File: config.mk
export PLATFORM = sky130hd
export DESIGN_NAME = fetch_stage_flat
export DESIGN_NICKNAME = d
export VERILOG_FILES = /design/src/rtl/fetch_if.sv /design/src/rtl/fetch_stage.sv /design/src/flat_wrapper.sv
export SDC_FILE = /design/constraint.sdc
export NUM_CORES = 1
export LEC_CHECK = 0
export ABC_AREA = 0
export CORE_UTILIZATION = 45
export DETAILED_ROUTE_END_ITERATION = 8
export HOLD_SLACK_MARGIN = 0.1
export PLACE_DENSITY = 0.79
export SLEW_MARGIN = 15
export SYNTH_ARGS = -nofsm -noshare
export SYNTH_HDL_FRONTEND = slang
export SYNTH_SLANG_ARGS = --single-unit
File: constraint.sdc
create_clock -name Clock -period 4.6 [get_ports Clock]
set_input_delay 0.92 -clock Clock [delete_from_list [all_inputs] [get_ports Clock]]
set_output_delay 0.92 -clock Clock [all_outputs]
set_load 0.05 [all_outputs]
File: src/rtl/fetch_if.sv
// Fetch stage port bundle: hazard/branch controls, instruction memory, and IF/ID outputs.
// The slave modport is the fetch stage; the master modport is whatever drives it.
interface fetch_if;
   logic        PC_WriteEnable;
   logic        IFID_WriteEnable;
   logic        BranchTaken;
   logic [31:0] BranchTarget;
   logic [31:0] IM_Instruction;
   logic [31:0] IM_Address;
   logic [31:0] IFID_Instruction;
   logic [31:0] IFID_PCPlus4;
   logic        IFID_Valid;
   logic [1:0]  FetchState;
   logic [15:0] StallCount;
   logic [15:0] FlushCount;

   modport slave (
      input  PC_WriteEnable,
      input  IFID_WriteEnable,
      input  BranchTaken,
      input  BranchTarget,
      input  IM_Instruction,
      output IM_Address,
      output IFID_Instruction,
      output IFID_PCPlus4,
      output IFID_Valid,
      output FetchState,
      output StallCount,
      output FlushCount
   );

   modport master (
      output PC_WriteEnable,
      output IFID_WriteEnable,
      output BranchTaken,
      output BranchTarget,
      output IM_Instruction,
      input  IM_Address,
      input  IFID_Instruction,
      input  IFID_PCPlus4,
      input  IFID_Valid,
      input  FetchState,
      input  StallCount,
      input  FlushCount
   );
endinterface

File: src/rtl/fetch_stage.sv
// Instruction fetch stage: PC register, IF/ID pipeline register, fetch-state tracker
// and saturating stall/flush event counters.
//
// state    | meaning
// ---------+----------------------------------------------------------
// ST_RUN   | both enables high, no redirect: normal sequential fetch
// ST_STALL | at least one enable low, no redirect: PC and/or IF/ID held
// ST_FLUSH | redirect taken this cycle: PC loaded, IF/ID holds a bubble
module fetch_stage #(
   parameter logic [31:0] RESET_PC = 32'h0000_0000
) (
   input  logic   Clock,
   input  logic   Reset,
   fetch_if.slave fif
);

   typedef enum logic [1:0] {
      ST_RUN   = 2'b00,
      ST_STALL = 2'b01,
      ST_FLUSH = 2'b10
   } fetch_state_t;

   localparam logic [31:0] C_PC_ALIGN = 32'hFFFF_FFFC;
   localparam logic [31:0] C_RESET_PC = RESET_PC & C_PC_ALIGN;

   fetch_state_t r_state;
   fetch_state_t w_state_nxt;

   logic [31:0] r_pc;
   logic [31:0] w_pc_nxt;
   logic [31:0] w_pc_plus4;
   logic [31:0] w_target;

   logic [31:0] r_ifid_instr;
   logic [31:0] r_ifid_pc4;
   logic        r_ifid_valid;
   logic [31:0] w_ifid_instr_nxt;
   logic [31:0] w_ifid_pc4_nxt;
   logic        w_ifid_valid_nxt;

   logic [15:0] r_stall_cnt;
   logic [15:0] r_flush_cnt;
   logic        w_stall_inc;
   logic        w_flush_inc;

   // Masking keeps the PC word-aligned no matter what the resolver hands us.
   assign w_target   = fif.BranchTarget & C_PC_ALIGN;
   assign w_pc_plus4 = r_pc + 32'd4;

   always_ff @(posedge Clock) begin
      if (Reset) begin
         r_state <= ST_RUN;
      end else begin
         r_state <= w_state_nxt;
      end
   end

   always_comb begin
      w_state_nxt      = ST_RUN;
      w_pc_nxt         = r_pc;
      w_ifid_instr_nxt = r_ifid_instr;
      w_ifid_pc4_nxt   = r_ifid_pc4;
      w_ifid_valid_nxt = r_ifid_valid;

      if (fif.BranchTaken) begin
         w_state_nxt      = ST_FLUSH;
         w_pc_nxt         = w_target;
         w_ifid_instr_nxt = 32'h0000_0000;
         w_ifid_pc4_nxt   = 32'h0000_0000;
         w_ifid_valid_nxt = 1'b0;
      end else begin
         if (!fif.PC_WriteEnable || !fif.IFID_WriteEnable) begin
            w_state_nxt = ST_STALL;
         end
         if (fif.PC_WriteEnable) begin
            w_pc_nxt = w_pc_plus4;
         end
         // IF/ID captures against the pre-update PC even when the PC is held.
         if (fif.IFID_WriteEnable) begin
            w_ifid_instr_nxt = fif.IM_Instruction;
            w_ifid_pc4_nxt   = w_pc_plus4;
            w_ifid_valid_nxt = 1'b1;
         end
      end
   end

   assign w_stall_inc = (w_state_nxt == ST_STALL);
   assign w_flush_inc = fif.BranchTaken;

   always_ff @(posedge Clock) begin
      if (Reset) begin
         r_pc         <= C_RESET_PC;
         r_ifid_instr <= 32'h0000_0000;
         r_ifid_pc4   <= 32'h0000_0000;
         r_ifid_valid <= 1'b0;
      end else begin
         r_pc         <= w_pc_nxt;
         r_ifid_instr <= w_ifid_instr_nxt;
         r_ifid_pc4   <= w_ifid_pc4_nxt;
         r_ifid_valid <= w_ifid_valid_nxt;
      end
   end

   always_ff @(posedge Clock) begin
      if (Reset) begin
         r_stall_cnt <= 16'h0000;
         r_flush_cnt <= 16'h0000;
      end else begin
         if (w_stall_inc && (r_stall_cnt != 16'hFFFF)) begin
            r_stall_cnt <= r_stall_cnt + 16'd1;
         end
         if (w_flush_inc && (r_flush_cnt != 16'hFFFF)) begin
            r_flush_cnt <= r_flush_cnt + 16'd1;
         end
      end
   end

   assign fif.IM_Address       = r_pc;
   assign fif.IFID_Instruction = r_ifid_instr;
   assign fif.IFID_PCPlus4     = r_ifid_pc4;
   assign fif.IFID_Valid       = r_ifid_valid;
   assign fif.FetchState       = r_state;
   assign fif.StallCount       = r_stall_cnt;
   assign fif.FlushCount       = r_flush_cnt;

endmodule

File: src/flat_wrapper.sv
// flat-port wrapper written by rule: the top's interface ports become plain ports
module fetch_stage_flat 
#(
   parameter logic [31:0] RESET_PC = 32'h0000_0000
)
  (Clock, Reset, fif_PC_WriteEnable, fif_IFID_WriteEnable, fif_BranchTaken, fif_BranchTarget, fif_IM_Instruction, fif_IM_Address, fif_IFID_Instruction, fif_IFID_PCPlus4, fif_IFID_Valid, fif_FetchState, fif_StallCount, fif_FlushCount);
  fetch_if fif_i ();
  input  logic Clock;
  input  logic Reset;
  input wire logic [$bits(fif_i.PC_WriteEnable)-1:0] fif_PC_WriteEnable;
  input wire logic [$bits(fif_i.IFID_WriteEnable)-1:0] fif_IFID_WriteEnable;
  input wire logic [$bits(fif_i.BranchTaken)-1:0] fif_BranchTaken;
  input wire logic [$bits(fif_i.BranchTarget)-1:0] fif_BranchTarget;
  input wire logic [$bits(fif_i.IM_Instruction)-1:0] fif_IM_Instruction;
  output wire logic [$bits(fif_i.IM_Address)-1:0] fif_IM_Address;
  output wire logic [$bits(fif_i.IFID_Instruction)-1:0] fif_IFID_Instruction;
  output wire logic [$bits(fif_i.IFID_PCPlus4)-1:0] fif_IFID_PCPlus4;
  output wire logic [$bits(fif_i.IFID_Valid)-1:0] fif_IFID_Valid;
  output wire logic [$bits(fif_i.FetchState)-1:0] fif_FetchState;
  output wire logic [$bits(fif_i.StallCount)-1:0] fif_StallCount;
  output wire logic [$bits(fif_i.FlushCount)-1:0] fif_FlushCount;
  assign fif_i.PC_WriteEnable = fif_PC_WriteEnable;
  assign fif_i.IFID_WriteEnable = fif_IFID_WriteEnable;
  assign fif_i.BranchTaken = fif_BranchTaken;
  assign fif_i.BranchTarget = fif_BranchTarget;
  assign fif_i.IM_Instruction = fif_IM_Instruction;
  assign fif_IM_Address = fif_i.IM_Address;
  assign fif_IFID_Instruction = fif_i.IFID_Instruction;
  assign fif_IFID_PCPlus4 = fif_i.IFID_PCPlus4;
  assign fif_IFID_Valid = fif_i.IFID_Valid;
  assign fif_FetchState = fif_i.FetchState;
  assign fif_StallCount = fif_i.StallCount;
  assign fif_FlushCount = fif_i.FlushCount;
  fetch_stage #(.RESET_PC(RESET_PC)) u_core (.Clock(Clock), .Reset(Reset), .fif(fif_i));
endmodule
==> qor.yml <==
critPathArrivalTime_ps: 3180
layout-drive-gt1-share: 0.0671
syn_avg_cell_area_um2: 8.82
slew_viol_final: 0
required_ps: 4930
reg2reg_slack_ps: 2280
antenna_found_initial: 0
antenna_cells: 0
wl_um: 16500
netlist_instances: 666
top_layer_used: "met4"
status: "complete, no violations"
cts_buffer_depth: 2
async_reset_ff_frac: 0
wl_met2_um: 8070
h-tree-depth: 4
synth_seq_cells: 127
drc: 0
die_y_um: 116
cts-root-buf: "clkbuf_16"
setup_viol: 0
clkTransAtPathRegs_ps: 50
viasPerCell: 5.42
cp-start-kind: "input port"
synth_edf_count: 0
n_fill_cell: 1038
die_area_um2: 13500
drt_iter0_markers: 254
whs_ps: 464
synth_flop_cell: "dfxtp_1"
regArea_um2: 2540
clk_latency_ps: 410
cp-end-kind: "register"
worstSetupStartpoint: "fif_BranchTaken"
p_leak_nw: 3.01
ios: 200
syn_area_um2: 5880
grt_max_degree: 67
grt_pass1_wl_um: 26100
num_vias: 5541
ys_seq_area_frac: 0.433
cts_made_buffers: 17
initial_core_util: 0.464
timing.rr.start: "u_core.fif.IM_Address[2]"
postCtsSetupRepairBufs: 0
slew_headroom: 0.438
hpwl_um: 11400
p_per_area_nw_per_um2: 358
worst_slew_pin_slew_ps: 841
die_x_um: 116
clock-sinks: 127
coreArea_um2: 12700
gp_congestion: 0.894
multi_input_area_um2: 3090
final_cell_mix: "clkdlybuf4s50_1 (191), dfxtp_1 (127), nor2_1 (110)"
max-vdd-ir-drop_mv: 0.206
nNetsFinal: 910
routedWlPerCell_um: 16.1
area_delta_synth_final_pct: 43.7
track_usage: 0.247
hold_violations: 0
fin_skew_ps: 4.28
hold_start: "u_core.fif.IFID_Valid"
port_buffers: 193
fin_tns_setup_ps: 0
path_max_fanout: 21
layout_commonest_cell: "clkdlybuf4s50_1"
max-cap-violations: 0
std_cell_rows: 41
max_freq_ghz: 0.352
firstDrtPassIters: 5
final_antenna_net_count: 0
grt_pass1_vias: 5362
yosysWarnings: 0
ys_types: 50
tritoncts: "built"
cts-resized-gates: 0
postCtsHoldBufs: 0
routedLengthMet1_um: 7110
wl_met3_um: 1050
rsz0062_at_grt: "false"
hold_path_class: "reg2reg"
post-route-util: 0.666
post-route-period-util: 0.618
crit_type: "in2reg"
overflow: 0
finalCriticalPeriod_ps: 2840
==> registers in the layout, summed over array words and instances (netlist names) <==
name,flops
u_core.fif.StallCount,16
u_core.fif.FlushCount,16
u_core.fif.IM_Address,30
u_core.fif.IFID_Valid,1
u_core.fif.FetchState,2
u_core.fif.IFID_PCPlus4,30
u_core.fif.IFID_Instruction,32
==> cell type report <==
class	count	area share
multi-input combinational	488	0.366
clock buffer	21	0.0533
sequential	127	0.301
clock inverter	10	0.0193
tap	172	0.0255
inverter	6	0.00267
timing repair buffer	198	0.232
==> metal layers <==
layer  global-route usage  up-vias
li1                     -     2681
met1                0.305     2667
met2                0.413      174
met3               0.0633       19
met4               0.0932        0
met5                    0        -
==> stage by stage <==
stage | std cells | setup slack [ps] | power, mW | cell area, µm²
after detailed placement | 991 | 1390 | 1.65 | 7830
after floorplan | 669 | 2400 | 1.48 | 5890
after global placement | 991 | 1410 | 1.64 | 7830
after global routing | 1022 | 1560 | 3.13 | 8440
final | 1022 | 1760 | 3.03 | 8440
after CTS | 1022 | 1770 | 3.05 | 8440
==> final timing paths <==
| check | to | cells past startpoint |
|---|---|---|
| hold reg to reg | u_core.fif.IFID_Valid | 2 |
| hold / removal | u_core.fif.IFID_Valid | 2 |
| setup reg to reg | u_core.fif.IFID_PCPlus4[30] | 6 |
| setup / recovery | u_core.fif.IFID_PCPlus4[15] | 5 |
==> where the power goes <==
part	total (mW)	switching (mW)	internal, mW
registers	1.19	0.0499	1.14
logic	0.438	0.268	0.170
clock network	1.40	0.479	0.917
total	3.03	0.797	2.23
==> cell families after synthesis <==
kind of cell,synth area share
AND/OR/NAND/NOR,0.227
flip-flops,0.433
AO/OA/AOI/OAI,0.118
XOR/XNOR,0.110
buffers and inverters,0.0437
multiplexers,0.0613
adder cells (fa/ha/maj),0.00639
other,0.000638
==> worst max-delay path, cell delays in order <==
cell             delay [ps]
clkdlybuf4s50_1         840
nor2_1                  840
buf_4                   310
o21ai_0                 100
a21oi_1                 160
==> Yosys cell counts (6+ instances only) <==
cell / n / area (µm²)
mux2i_1: 36 / 360
nand4_1: 25 / 156
a211oi_1: 20 / 150
buf_2: 7 / 35.0
and2_1: 6 / 37.5
nand2_1: 29 / 109
and3_1: 8 / 50.1
o21ai_0: 26 / 130
and4_1: 11 / 96.3
nor3_1: 10 / 50.1
a21oi_1: 39 / 195
xnor2_1: 22 / 193
buf_1: 7 / 26.3
buf_4: 12 / 90.1
clkbuf_1: 22 / 82.6
nand3_1: 35 / 175
nor2_1: 110 / 413
xor2_1: 52 / 455
dfxtp_1: 127 / 2540
No activity file was read; power rests on OpenSTA's default activity.
